**config.mk**
```make
export PLATFORM = sky130hd
export DESIGN_NAME = sorted_memory_writer
export DESIGN_NICKNAME = d
export VERILOG_FILES = /design/src/rtl/sorted_memory_writer.sv
export SDC_FILE = /design/constraint.sdc
export NUM_CORES = 1
export LEC_CHECK = 0
export ABC_AREA = 1
export BUFFER_PORTS_ARGS = -buffer_cell sky130_fd_sc_hd__buf_2
export CAP_MARGIN = 30
export CORE_ASPECT_RATIO = 0.7
export CORE_UTILIZATION = 30
export DETAILED_ROUTE_END_ITERATION = 16
export SLEW_MARGIN = 20
export SYNTH_ARGS = -nofsm -noshare
export SYNTH_HDL_FRONTEND = slang
export SYNTH_SLANG_ARGS = --single-unit
```
**constraint.sdc**
```tcl
create_clock -name clk -period 1.3 [get_ports clk]
set_clock_uncertainty 0.05 [all_clocks]
set_input_delay 0.13 -clock clk [delete_from_list [all_inputs] [get_ports clk]]
set_output_delay 0.13 -clock clk [all_outputs]
set_load 0.1 [all_outputs]
```
**src/rtl/sorted_memory_writer.sv**
```systemverilog
// Collection end of the comparator-free sort: drives the engine's extract flag, captures
// one element per cycle into sorted memory (largest first) and flags bad index sequences.
module sorted_memory_writer #(
  parameter int ELEMENT_NUM      = 8,
  parameter int DATA_WIDTH       = 8,
  parameter int LOG2_ELEMENT_NUM = 3
) (
  input  logic                              clk,
  input  logic                              rst,
  input  logic                              start,
  input  logic [ELEMENT_NUM*DATA_WIDTH-1:0] UM_data,
  input  logic [LOG2_ELEMENT_NUM-1:0]       LE_Addr,
  output logic                              flag,
  output logic                              sm_wr_en,
  output logic [LOG2_ELEMENT_NUM-1:0]       sm_wr_addr,
  output logic [DATA_WIDTH-1:0]             sm_wr_data,
  output logic                              busy,
  output logic                              done,
  output logic                              err
);

  typedef enum logic [1:0] {IDLE, SORT, DONE} state_t;

  state_t                        state, state_nxt;
  logic [LOG2_ELEMENT_NUM-1:0]   cnt;
  logic [ELEMENT_NUM-1:0]        used;
  logic [DATA_WIDTH-1:0]         elem [ELEMENT_NUM];
  logic [DATA_WIDTH-1:0]         elem_sel;
  logic                          addr_ok;
  logic                          repeat_hit;
  logic                          last;

  for (genvar i = 0; i < ELEMENT_NUM; i++) begin : g_unpack
    assign elem[i] = UM_data[i*DATA_WIDTH +: DATA_WIDTH];
  end

  // Out-of-range indices only exist when ELEMENT_NUM is not a power of two.
  always_comb begin
    addr_ok    = (int'(LE_Addr) < ELEMENT_NUM);
    elem_sel   = addr_ok ? elem[LE_Addr] : '0;
    repeat_hit = addr_ok && used[LE_Addr];
    last       = (int'(cnt) == ELEMENT_NUM - 1);
  end

  assign busy = (state != IDLE);

  always_ff @(posedge clk or negedge rst) begin
    if (!rst) state <= IDLE;
    else      state <= state_nxt;
  end

  always_comb begin
    state_nxt = state;
    case (state)
      IDLE:    if (start) state_nxt = SORT;
      SORT:    if (last)  state_nxt = DONE;
      DONE:    state_nxt = IDLE;
      default: state_nxt = IDLE;
    endcase
  end

  always_ff @(posedge clk or negedge rst) begin
    if (!rst) begin
      flag       <= 1'b0;
      sm_wr_en   <= 1'b0;
      sm_wr_addr <= '0;
      sm_wr_data <= '0;
      done       <= 1'b0;
      err        <= 1'b0;
      cnt        <= '0;
      used       <= '0;
    end else begin
      case (state)
        IDLE: begin
          sm_wr_en <= 1'b0;
          done     <= 1'b0;
          if (start) begin
            flag <= 1'b1;
            cnt  <= '0;
            used <= '0;
            err  <= 1'b0;
          end
        end
        SORT: begin
          sm_wr_en   <= 1'b1;
          sm_wr_addr <= cnt;
          sm_wr_data <= elem_sel;
          cnt        <= cnt + 1'b1;
          if (addr_ok)                err           <= err | repeat_hit;
          else                        err           <= 1'b1;
          if (addr_ok)                used[LE_Addr] <= 1'b1;
          // Final capture: the engine must stop extracting on the same edge.
          if (last) begin
            flag <= 1'b0;
            done <= 1'b1;
          end
        end
        DONE: begin
          sm_wr_en <= 1'b0;
          done     <= 1'b0;
        end
        default: begin
          sm_wr_en <= 1'b0;
          done     <= 1'b0;
          flag     <= 1'b0;
        end
      endcase
    end
  end

endmodule

```
Word-level counts from Yosys, hierarchy flattened
Cells that the tools add are included.
W data, S select, Z words.
{"block": "totals", "reg_bits": 28, "in_bits": 70, "output_inout_bits": 16, "elab_cells": 51}
{"block": "op_classes", "addsub": 1, "order_cmp": 3, "n_eq_ne": 5, "mux": 22, "bitwise_logic": 4, "n_reduce_logical": 7}
{"cell": "$bmux W8 S3", "count": 1}
{"cell": "$mux W8", "count": 3}
{"cell": "$pmux W8 S2", "count": 1}
{"cell": "$mux W1", "count": 8}
{"cell": "$or A8 B8 Y8", "count": 1}
{"cell": "$pmux W3 S2", "count": 1}
{"cell": "$ge A4 B4 Y1 const B", "count": 1}
{"cell": "$lt A3 B4 Y1 const B", "count": 1}
{"cell": "$mux W2", "count": 2}
{"cell": "$ne A2 B2 Y1 const B", "count": 2}
{"cell": "$not A3 Y4", "count": 1}
{"cell": "$pmux W2 S2", "count": 1}
{"cell": "$reduce_and A2 Y1", "count": 2}
{"cell": "$reduce_bool A2 Y1", "count": 2}
{"cell": "$add A3 B1 Y3 const B", "count": 1}
{"cell": "$bmux W1 S3", "count": 1}
{"cell": "$demux W1 S3", "count": 1}
{"cell": "$eq A3 B1 Y1 const B", "count": 1}
{"cell": "$ge A3 B1 Y1 const B", "count": 1}
{"cell": "$mux W3", "count": 1}
{"cell": "$pmux W1 S3", "count": 1}
{"cell": "$reduce_and A3 Y1", "count": 1}
{"cell": "$eq A2 B1 Y1 const B", "count": 1}
{"cell": "$eq A2 B2 Y1 const B", "count": 1}
{"cell": "5 further kinds", "count": 5}

Longest topological paths before layout
{"block": "depth", "word_depth": 6, "depth_mapped": 11}

Worst setup path before layout
OpenSTA, ideal clock, no wires.
{"block": "synth_timing", "kind": "reg2reg", "start": "register flag (netlist name)", "end": "register flag", "t_arrival_ps": 1154, "required_ps": 1183, "path_slack_ps": 29, "path_stages_with_launch": 3, "synth_period_minus_slack_ps": 1271, "path_cell_list": "dfrtp_1 -> o22ai_1 -> inv_1"}
{"item": "to (signal assigned)", "line_no": "64", "rtl": "flag <= 1'b0;"}
{"item": "to (signal assigned)", "line_no": "78", "rtl": "flag <= 1'b1;"}
{"item": "to (signal assigned)", "line_no": "94", "rtl": "flag <= 1'b0;"}
{"item": "to (decl)", "line_no": "13", "rtl": "output logic flag,"}

Worst setup path after layout
{"block": "layout_timing", "start": "register state[1]", "end": "output port busy"}
{"block": "layout_between", "elab_chain_len": 1}
{"item": "from (decl)", "line_no": "24", "rtl": "state_t state, state_nxt;"}
{"item": "from (signal assigned)", "line_no": "49", "rtl": "else state <= state_nxt;"}
{"item": "$reduce_bool A2 Y1", "line_no": "45", "rtl": "assign busy = (state != IDLE);"}
{"item": "to (decl)", "line_no": "17", "rtl": "output logic busy,"}
Every way passes these cells.

==> run summary <==
Max clock buf depth - 2
Internal - 2.63 mW
Most used DFF post-synth - dfrtp_1
Ant. Diodes - 0
Top cells by count, synth - nand2_1 (214), dfrtp_1 (28), inv_1 (13), buf_2 (12), o21ai_0 (12)
Cell Area, Synth - 1870 µm²
Post-synth EDFFs - 0
Nets - 470
Crit path max fanout - 2
DRC - 0
CTS tree - yes
Max_cap viols - 0
Ys async rst share - 1.00
Final GP Congestion - 0.747
Share of layout cells above drive strength 1 - 0.257
First-pass GRT wire length - 8020 µm
Largest net degree at the start of global routing - 31
Via count - 2085
First DRT Iteration DRCs - 44
Critical path, cell by cell - nor2_1 > inv_1 > buf_12
Worst min path class - in2reg
WP data arrival - 1.08 ns
Logic pwr share - 0.619
Clk network pwr share - 0.117
FF+latch count, synth - 28
Outcome - finished, final reports clean
Initial DRT Pass Iterations - 4
Setup violators final - 0
Reg clk slew, reported paths - 0.09 ns
Startpoint types - flip-flop
Crit path buf inv count - 2
Fmax - 0.793 GHz
Ranking of synthesized cells by area - nand2_1 (43%), dfrtp_1 (37%), buf_2 (3.2%)
Least-Margin Pin Slew - 0.618 ns
Clock sink count - 28
CP max-delay cell - dfrtp_1
H-tree depth - 1
Die area - 6560 µm²
Via density per instance - 4.42
Flop pwr share - 0.263
P&R area growth vs syn - 36.7%
Initial core utilization - 0.319
Port bufs - 85
Layout Utilization - 0.436
Initial antenna violation count - 0
Crit path time final - 1.26 ns
Max Slew Vio Count - 0
Leakage - 1.58 nW
Filler Cells Inserted - 638
Die Height - 68.1 µm
P per Cell Area - 2250 nW/µm²
I/O Pins - 86
Remaining Overflow, GRT - 0
Pre-CTS WS - 0.0298 ns
Post-synth top area share - 0.429
Worst Path Required - 1.12 ns
Synth area leader - nand2_1
Final Hold Vio Count - 0
Yosys Warn Count - 0
Row cnt - 23
Crit. End Element - output port
Met3 routed WL - 278 µm
Mean Syn Cell Area - 5.96 µm²
Setup slack after layout - 0.0385 ns
Wl on met1 - 2440 µm
Core area - 5870 µm²
Setup CP Type - reg2out
CTS buffer count - 3
Routed Wire Length - 4800 µm
Slowest cell delay on critical path - 0.39 ns
Root Driver - clkbuf_8
Sw Pwr - 3.13 mW
Yosys cell types - 14
Placed wire-length estimate - 3830 µm
Synthesized Nets - 386
Slew HR - 0.588
Max VDD drop - 1470 µV
Count leader, synth - nand2_1
Cells after synthesis - 314
Met2 wire len - 2070 µm
Die extent in x - 96.4 µm
DR top layer - met4
Wire per inst - 10.2 µm
Clk_lat worst skew - 0.27 ns
Crit path max-delay family - flip-flops
Unrepaired setup endpoints after global routing - true
Seq/Total Area, Yosys - 0.375
Switching share of power - 0.543
Total GRT Usage - 0.155
Vias in the first global route - 1919
Final period util - 0.970
Remaining antenna violation count - 0
[repair_timing]
action | 4_1_cts | 5_1_grt
resized for setup | 0 | 4
setup endpoints to repair | 0 | 15
hold endpoints to repair | 28 | 0
setup buffers | 0 | 0
hold buffers | 1 | 0
[power by group through the flow]
stage	sequential, mW	combinational [mW]	clock, mW
6_report	1.52	3.57	0.676
5_1_grt	1.56	3.89	0.724
4_1_cts	1.52	3.58	0.698
3_5_place_dp	1.53	3.58	0
3_3_place_gp	1.54	3.55	0
2_1_floorplan	3.08	1.01	0
[logic make-up (layout without fill, tap and decap cells)]
family | after synthesis | count (layout) | synth area share
AND/OR/NAND/NOR | 236 | 236 | 0.484
buffers and inverters | 33 | 116 | 0.0823
flip-flops | 28 | 28 | 0.375
AO/OA/AOI/OAI | 15 | 15 | 0.0462
adder cells (fa/ha/maj) | 2 | 2 | 0.0134
[metrics by stage]
step           power, mW  std cells  TNS [ns]  cell area, µm²  hold slack [ns]
2_1_floorplan       4.10        314         0            1870           -0.216
3_3_place_gp        5.09        467         0            2470            0.120
3_5_place_dp        5.11        467         0            2470            0.133
4_1_cts             5.80        472         0            2550            0.155
5_1_grt             6.18        472    -0.450            2560            0.188
6_report            5.76        472         0            2560            0.162
[final timing paths]
check | start | to | slack (ns) | cells after the start
worst max-delay path | state[1] | busy | 0.04 | 3
worst min-delay path | LE_Addr[1] | used[6] | 0.16 | 3
worst max register to register | state[1] | used[2] | 0.08 | 4
worst min register to register | sm_wr_addr[0] | sm_wr_addr[0] | 0.43 | 2
max in group asynchronous | rst | sm_wr_data[3] | 0.45 | 2
min in group asynchronous | rst | used[3] | 0.34 | 2
[metal layers]
metal  track usage  up-vias
met5             0        -
met1         0.206      911
met4        0.0202        0
met3        0.0300        2
li1              -     1115
met2         0.270       57
[state kept, by name, summed over array words and instances, names as in the netlist]
register	count
done	1
sm_wr_en	1
state	2
sm_wr_addr	3
cnt	3
err	1
used	8
sm_wr_data	8
flag	1
[cell type report]
class | count | area (µm²) | share of cell area
clock buffers | 3 | 41.3 | 0.0161
inverters | 16 | 60.1 | 0.0235
flip-flops and latches | 28 | 701 | 0.274
multi-input cells | 253 | 1020 | 0.397
well taps | 75 | 93.8 | 0.0367
repair buffers | 96 | 616 | 0.241
clock inverters | 1 | 30.0 | 0.0117
[layout by cell type, fill, tap and decap left out, drive strengths merged]
cell / n
a32o: 2
buf: 92
bufinv: 1
clkbuf: 6
dfrtp: 28
dlygate4sd3: 1
ha: 2
inv: 16
nand2: 214
nand3: 11
nand4: 2
nor2: 9
o21ai: 12
o22ai: 1
[worst register-to-register path, delay by kind of cell (launching register included)]
kind	cells	cell delay (ns)
AOI/OAI and AO/OA	1	0.10
buffers and inverters	1	0.19
and+or+nand+nor	2	0.38
DFF	1	0.39
Power figures use the tool's default switching activity.
